$ cat config.mk
export PLATFORM = sky130hd
export DESIGN_NAME = spi_mem_slave
export DESIGN_NICKNAME = d
export VERILOG_FILES = /design/src/rtl/spi_mem_pkg.sv /design/src/rtl/spi_mem_ram.sv /design/src/rtl/spi_mem_slave.sv
export SDC_FILE = /design/constraint.sdc
export NUM_CORES = 2
export LEC_CHECK = 0
export CORE_MARGIN = 1.5
export CORE_UTILIZATION = 50
export CTS_BUF_LIST = sky130_fd_sc_hd__clkbuf_16
export CTS_CLUSTER_SIZE = 14
export DETAILED_ROUTE_END_ITERATION = 7
export HOLD_SLACK_MARGIN = 0.12
export PLACE_DENSITY = 0.76
export SYNTH_ARGS = -nofsm -noshare
export SYNTH_HDL_FRONTEND = slang
export SYNTH_SLANG_ARGS = --single-unit
$ cat constraint.sdc
create_clock -name clk -period 4.2 [get_ports clk]
set_clock_uncertainty 0.15 [all_clocks]
set_input_delay 0.84 -clock clk [delete_from_list [all_inputs] [get_ports clk]]
set_output_delay 0.84 -clock clk [all_outputs]
set_load 0.03 [all_outputs]
$ cat src/rtl/spi_mem_pkg.sv
// spi_mem_pkg: shared types and constants for the SPI memory slave.
//   spi_state_e : SPI frame FSM states
//   CMD_*       : two-bit command codes carried in the top bits of every frame
package spi_mem_pkg;

  typedef enum logic [2:0] {
    IDLE      = 3'd0,
    CHK_CMD   = 3'd1,
    WRITE     = 3'd2,
    READ_ADD  = 3'd3,
    READ_DATA = 3'd4
  } spi_state_e;

  localparam logic [1:0] CMD_WR_ADDR = 2'b00;
  localparam logic [1:0] CMD_WR_DATA = 2'b01;
  localparam logic [1:0] CMD_RD_ADDR = 2'b10;
  localparam logic [1:0] CMD_RD_DATA = 2'b11;

endpackage

$ cat src/rtl/spi_mem_ram.sv
// spi_mem_ram: single-port RAM with write/read address registers and command
// decode for the SPI memory slave.
//   clk, rst    : clock, synchronous active-high reset (RAM contents not reset)
//   rx_data     : {cmd[1:0], payload[W-1:0]}, qualified by rx_valid
//   rx_valid    : one-cycle strobe for a completed frame
//   tx_data     : read data, qualified by tx_valid (one cycle after rx_valid)
//   tx_valid    : one-cycle strobe for a cmd-11 read
//   rd_addr_ok  : a read address has been latched and a cmd-11 read may follow
// Optional build macro SPI_MEM_AUTOINC_EN: post-increment both addresses
// (wrapping at MEM_DEPTH) and keep rd_addr_ok set after reads.
module spi_mem_ram
  import spi_mem_pkg::*;
#(
  parameter int W         = 8,
  parameter int MEM_DEPTH = 256
) (
  input  logic         clk,
  input  logic         rst,
  input  logic [W+1:0] rx_data,
  input  logic         rx_valid,
  output logic [W-1:0] tx_data,
  output logic         tx_valid,
  output logic         rd_addr_ok
);

  localparam int AW = $clog2(MEM_DEPTH);
  localparam logic [W:0] DEPTH_C = (W+1)'(MEM_DEPTH);

  logic [W-1:0] mem [0:MEM_DEPTH-1];
  logic [W-1:0] wr_addr;
  logic [W-1:0] rd_addr;
  logic [1:0]   cmd;
  logic [W-1:0] payload;

  assign cmd     = rx_data[W+1:W];
  assign payload = rx_data[W-1:0];

  // Addresses are W bits wide but the RAM may be shallower than 2**W.
  function automatic logic in_range(input logic [W-1:0] a);
    return {1'b0, a} < DEPTH_C;
  endfunction

`ifdef SPI_MEM_AUTOINC_EN
  localparam logic [W-1:0] LAST_ADDR = W'(MEM_DEPTH - 1);

  function automatic logic [W-1:0] next_addr(input logic [W-1:0] a);
    return (a == LAST_ADDR) ? '0 : a + 1'b1;
  endfunction
`endif

  // RAM array kept free of reset so it maps onto memory.
  always_ff @(posedge clk) begin
    if (!rst && rx_valid && cmd == CMD_WR_DATA && in_range(wr_addr))
      mem[wr_addr[AW-1:0]] <= payload;
  end

  always_ff @(posedge clk) begin
    if (rst) begin
      wr_addr    <= '0;
      rd_addr    <= '0;
      rd_addr_ok <= 1'b0;
      tx_valid   <= 1'b0;
      tx_data    <= '0;
    end else begin
      tx_valid <= 1'b0;
      if (rx_valid) begin
        case (cmd)
          CMD_WR_ADDR: wr_addr <= payload;
          CMD_WR_DATA: begin
`ifdef SPI_MEM_AUTOINC_EN
            wr_addr <= next_addr(wr_addr);
`endif
          end
          CMD_RD_ADDR: begin
            rd_addr    <= payload;
            rd_addr_ok <= 1'b1;
          end
          default: begin // CMD_RD_DATA: payload bits are dummies
            tx_valid <= 1'b1;
            tx_data  <= in_range(rd_addr) ? mem[rd_addr[AW-1:0]] : '0;
`ifdef SPI_MEM_AUTOINC_EN
            rd_addr  <= next_addr(rd_addr);
`else
            rd_addr_ok <= 1'b0;
`endif
          end
        endcase
      end
    end
  end

endmodule

$ cat src/rtl/spi_mem_slave.sv
// spi_mem_slave: SPI slave front end for a small RAM. clk doubles as the SPI
// bit clock. A frame is SS_n low for one setup cycle, then W+2 MOSI bits
// (cmd[1:0] then payload, MSB first).
//   clk, rst   : clock, synchronous active-high reset
//   SS_n       : active-low slave select / frame delimiter
//   MOSI       : serial data in, sampled on rising clk
//   MISO       : registered serial read data, MSB first
//   frame_err  : one-cycle pulse when SS_n rises before a frame completes
//   state_dbg  : current FSM state encoding (spi_state_e)
// Optional build macro SPI_MEM_AUTOINC_EN: see spi_mem_ram.
// Handshake: rx_valid and tx_valid are single-cycle strobes with no ready;
// the consumer must act in the cycle the strobe is high.
module spi_mem_slave
  import spi_mem_pkg::*;
#(
  parameter int W         = 8,
  parameter int MEM_DEPTH = 256
) (
  input  logic       clk,
  input  logic       rst,
  input  logic       SS_n,
  input  logic       MOSI,
  output logic       MISO,
  output logic       frame_err,
  output logic [2:0] state_dbg
);

  localparam int CW = $clog2(W + 3);
  localparam int TW = $clog2(W + 1);
  localparam logic [CW-1:0] LAST_BIT = CW'(W + 1);
  localparam logic [CW-1:0] FULL     = CW'(W + 2);

  spi_state_e   state, state_next;
  logic [CW-1:0] bit_cnt;
  logic [W+1:0]  shreg;
  logic [W+1:0]  rx_data;
  logic          rx_valid;
  logic [W-1:0]  tx_data;
  logic          tx_valid;
  logic          rd_addr_ok;
  logic [W-1:0]  tx_shreg;
  logic [TW-1:0] tx_left;
  logic          rd_pending;
  logic          frame_open;
  logic          in_data_state;

  assign state_dbg     = state;
  assign in_data_state = (state == WRITE) || (state == READ_ADD) || (state == READ_DATA);

  // A frame that entered READ_ADD because no read address was latched is
  // decoded as an address latch whatever its second command bit says.
  assign rx_data = (state == READ_ADD) ? {CMD_RD_ADDR, shreg[W-1:0]} : shreg;

  always_ff @(posedge clk) begin
    if (rst) state <= IDLE;
    else     state <= state_next;
  end

  always_comb begin
    state_next = state;
    case (state)
      IDLE:    if (!SS_n) state_next = CHK_CMD;
      CHK_CMD: begin
        if (SS_n)            state_next = IDLE;
        else if (!MOSI)      state_next = WRITE;
        else if (rd_addr_ok) state_next = READ_DATA;
        else                 state_next = READ_ADD;
      end
      WRITE, READ_ADD, READ_DATA: if (SS_n) state_next = IDLE;
      default: state_next = IDLE;
    endcase
  end

  // Frame receive: the command bit seen in CHK_CMD is bit 1; once all W+2
  // bits are in, further MOSI is ignored until SS_n rises.
  always_ff @(posedge clk) begin
    if (rst) begin
      bit_cnt  <= '0;
      shreg    <= '0;
      rx_valid <= 1'b0;
    end else begin
      rx_valid <= 1'b0;
      if (state == CHK_CMD && !SS_n) begin
        shreg   <= {shreg[W:0], MOSI};
        bit_cnt <= CW'(1);
      end else if (in_data_state && !SS_n && bit_cnt != FULL) begin
        shreg   <= {shreg[W:0], MOSI};
        bit_cnt <= bit_cnt + 1'b1;
        if (bit_cnt == LAST_BIT) rx_valid <= 1'b1;
      end else if (state == IDLE) begin
        bit_cnt <= '0;
      end
    end
  end

  // Read data goes out the cycle after tx_valid; MISO is forced low whenever
  // the FSM is not going to be in READ_DATA next cycle.
  always_ff @(posedge clk) begin
    if (rst || state_next != READ_DATA) begin
      MISO     <= 1'b0;
      tx_shreg <= '0;
      tx_left  <= '0;
    end else if (tx_valid) begin
      MISO     <= tx_data[W-1];
      tx_shreg <= tx_data << 1;
      tx_left  <= TW'(W - 1);
    end else if (tx_left != '0) begin
      MISO     <= tx_shreg[W-1];
      tx_shreg <= tx_shreg << 1;
      tx_left  <= tx_left - 1'b1;
    end else begin
      MISO <= 1'b0;
    end
  end

  // A read counts as unfinished until its last data bit has been loaded.
  assign rd_pending = (rx_valid && rx_data[W+1:W] == CMD_RD_DATA) || tx_valid || (tx_left != '0);

  always_comb begin
    frame_open = 1'b0;
    case (state)
      CHK_CMD:          frame_open = 1'b1;
      WRITE, READ_ADD:  frame_open = (bit_cnt != FULL);
      READ_DATA:        frame_open = (bit_cnt != FULL) || rd_pending;
      default:          frame_open = 1'b0;
    endcase
  end

  always_ff @(posedge clk) begin
    if (rst) frame_err <= 1'b0;
    else     frame_err <= SS_n && frame_open;
  end

  spi_mem_ram #(.W(W), .MEM_DEPTH(MEM_DEPTH)) u_ram (
    .clk        (clk),
    .rst        (rst),
    .rx_data    (rx_data),
    .rx_valid   (rx_valid),
    .tx_data    (tx_data),
    .tx_valid   (tx_valid),
    .rd_addr_ok (rd_addr_ok)
  );

endmodule
==> impl_metrics.ini <==
[sta]
post-route-min-period_ns = 4.20
finalSetupViolations = 0
clock.fmax_mhz = 238
tns_ns = 0
tightest_slew_ns = 1.43
relSlewSlack_pct = 4.60
holdWs_ns = 0.335
rsz0062_at_grt = no
drv_slew = 0
hold_viol = 0
period_share_pct = 99.9

[logic_synthesis]
synth_area_per_cell_um2 = 20.1
async_flop_share_pct = 0
synthCells = 4074
yosys.area_share.simple_pct = 3.64
synth-edff-count = 2048
ys_ff_latch = 2105
synth-xor-area-share_pct = 0.0213
synth_fa_ha_area_share_pct = 0.0762
synth_compound_area_share_pct = 2.98
synthMuxAreaShare_pct = 15.0
synth_cell_types = 69
ys.warnings.count = 0
synth_nets = 4083
seq_area_frac_synth_pct = 76.3
synth_top_family_by_area = multiplexers
syn_area_um2 = 82100
synth_flop_cell = edfxtp_1

[critical_path]
cp-end-kind = register
cp-start-kind = register
crit_path_cell_trace = inv_6 -> nor2_2 -> buf_4 -> a22oi_1 -> o21ai_0 -> nor2_1 -> a2111oi_0 -> buf_4 -> a221o_1
reg2reg_to = u_ram.tx_data[3]$_SDFFE_PP0P_
worstPathArrival_ns = 4.84
crit_top_cell = buf_4
r2r-start = u_ram.rd_addr[4]$_SDFFE_PP0P_
path_class = reg -> reg
cp_slowest_cell = a2111oi_0
slowest_delay_ns = 1.09
crit_required_ns = 4.85
reg2reg_slack_ns = 0.005
crit_fanout = 30
r2r_cells = 9

[pwr]
max-vdd-ir-drop_mv = 0.401
powerDensity_nw_per_um2 = 429
intPower_w = 0.0323
sw_frac_of_total_pct = 19.6
pwr-share-seq_pct = 56.6
combPwrFrac_pct = 0.2
power.total_w = 0.0401
pwr-share-clk_pct = 43.2
p_leak_nw = 28.8
p_sw_w = 0.00785

[routing]
top_layer = met5
wl_met3_mm = 26.5
drt-initial-drc-count = 7277
vias = 44100
route.detailed.drc = 0
dr.pass1.iters = 7
vias_per_cell = 6.46
dr_wl_met2_mm = 99.3
avgRoutedWirePerCell_um = 31.2
drt-total-wl_mm = 213
postRouteAntennaNets = 0
wl_met1_mm = 75.9

[cts]
clk-insertion-delay-late_ns = 0.86
cts_setup_buffers = 0
tritoncts = built
root_buffer = clkbuf_16
cts_buffer_depth = 3
htree_levels = 4
clkTransAtPathRegs_ns = 0.07
numClockSinks = 2105
cts_buffers = 199

[floorplanning]
fp.dieH_um = 408
die_area_um2 = 167000
start_util_pct = 50.4
die_w_um = 408
core_um2 = 163000
io_pins = 9
rows = 148

[hold_path]
min-delay-start = u_ram.tx_data[0]$_SDFFE_PP0P_
hold_path_class = reg -> reg
hold_end = u_ram.tx_data[0]$_SDFFE_PP0P_
min_delay_path_depth = 2

[run]
drv_cap = 0

[grt]
track_usage_pct = 25.4
antenna_found_initial = 6
grt_max_degree = 133
overflow = 0
grt_pass1_vias = 43400
grt_pass1_wl_mm = 306

[place]
place_hpwl_mm = 131
dp_cells = 6459
gp_congestion = 0.926
portBuffers = 8
place_area_um2 = 87300

[layout]
postLayoutCellArea_um2 = 93600
syn2layout_area_growth_pct = 14.0
final_cells = 6829
final_cell_mix = edfxtp_1, mux4_2, buf_4
drive_gt1_share_pct = 25.6
final_common_cell = edfxtp_1
antenna_cells = 0
layout.nets = 4494

[run_status]
status = finished clean
## sequential cells by signal, indices dropped and copies added, names as in the netlist
register          count
frame_err             1
state_dbg             3
u_ram.tx_valid        1
MISO                  1
u_ram.rd_addr_ok      1
u_ram.tx_data         8
u_ram.wr_addr         8
rx_valid              1
tx_left               4
shreg                10
bit_cnt               4
u_ram.rd_addr         8
tx_shreg              7
u_ram.mem          2048
## critical path: cells and delay by family, from the launching register on
kind / cells / cell delay [ns]
AO/OA/AOI/OAI: 4 / 1.51
buffers and inverters: 3 / 1.03
flip-flops: 1 / 0.69
AND/OR/NAND/NOR: 2 / 0.69
## power groups by stage
stage | Clock (W) | Combinational [W] | Sequential (W)
CTS | 0.0174 | 0.0000709 | 0.0227
finish | 0.0173 | 0.0000720 | 0.0227
floorplan | 0 | 0.0000207 | 0.0232
global placement | 0 | 0.0000683 | 0.0232
detailed placement | 0 | 0.0000708 | 0.0232
global route | 0.0182 | 0.0000760 | 0.0227
## layer usage
layer / GRT usage (%) / up-vias
li1: - / 17600
met1: 34.5 / 22600
met2: 39.2 / 3352
met3: 6.01 / 586
met4: 11.9 / 6
met5: 0 / -
## per-stage QoR
stage | util, % | setup slack (ns)
6_report | 57.5 | 0.00453
5_1_grt | 57.5 | 0.0335
4_1_cts | 57.5 | 0.0553
3_5_place_dp | 53.6 | -0.0224
3_3_place_gp | 53.6 | -0.0637
2_1_floorplan | - | 1.32
## repair_timing
action                                  CTS  global route
resized for setup                         0             1
hold buffers                              0             0
endpoints found under the setup margin    0             1
## Yosys cell counts (15+ instances only)
cell / n / area (um2)
a2111oi_0: 26 / 228
a211oi_1: 20 / 150
a21oi_1: 62 / 310
a22oi_1: 36 / 270
buf_2: 54 / 270
buf_4: 25 / 188
buf_6: 41 / 462
buf_8: 15 / 225
clkbuf_1: 94 / 353
dfxtp_1: 57 / 1140
edfxtp_1: 2048 / 61500
mux2i_1: 239 / 2390
mux4_2: 431 / 9710
nand2_1: 143 / 537
nand3_1: 35 / 175
nor2_1: 350 / 1310
nor2b_1: 19 / 119
nor3_1: 43 / 215
nor4_1: 29 / 181
o21ai_0: 23 / 115
o221ai_1: 41 / 359
o22ai_1: 66 / 413
## worst max path at each step
stage                                  startpoint                       endpoint  depth (start not counted)
floorplan                                     rst    u_ram.mem[180][0]$_DFFE_PP_                          6
global placement                              rst  u_ram.tx_data[0]$_SDFFE_PP0P_                          8
detailed placement                            rst  u_ram.tx_data[0]$_SDFFE_PP0P_                          8
CTS                 u_ram.rd_addr[0]$_SDFFE_PP0P_  u_ram.tx_data[0]$_SDFFE_PP0P_                         11
global route        u_ram.rd_addr[4]$_SDFFE_PP0P_  u_ram.tx_data[3]$_SDFFE_PP0P_                          9
finish              u_ram.rd_addr[4]$_SDFFE_PP0P_  u_ram.tx_data[3]$_SDFFE_PP0P_                          9
## layout make-up
type / instances / area (um2)
fillers: 11400 / 69200
flip-flops and latches: 2105 / 62700
multi-input cells: 1718 / 17900
clock buffers: 202 / 5050
repair buffers: 450 / 3940
well taps: 2175 / 2720
clock inverters: 168 / 1220
inverters: 11 / 46.3
## kinds of logic (layout without fill, tap and decap cells)
group | count (synthesis) | after routing
AOI/OAI and AO/OA | 347 | 347
xor gates and xnor gates | 2 | 2
adders and majority gates | 5 | 5
buffers and inverters | 251 | 831
DFF | 2105 | 2105
muxes | 679 | 679
and+or+nand+nor | 685 | 685
Power figures use the tool's default switching activity.
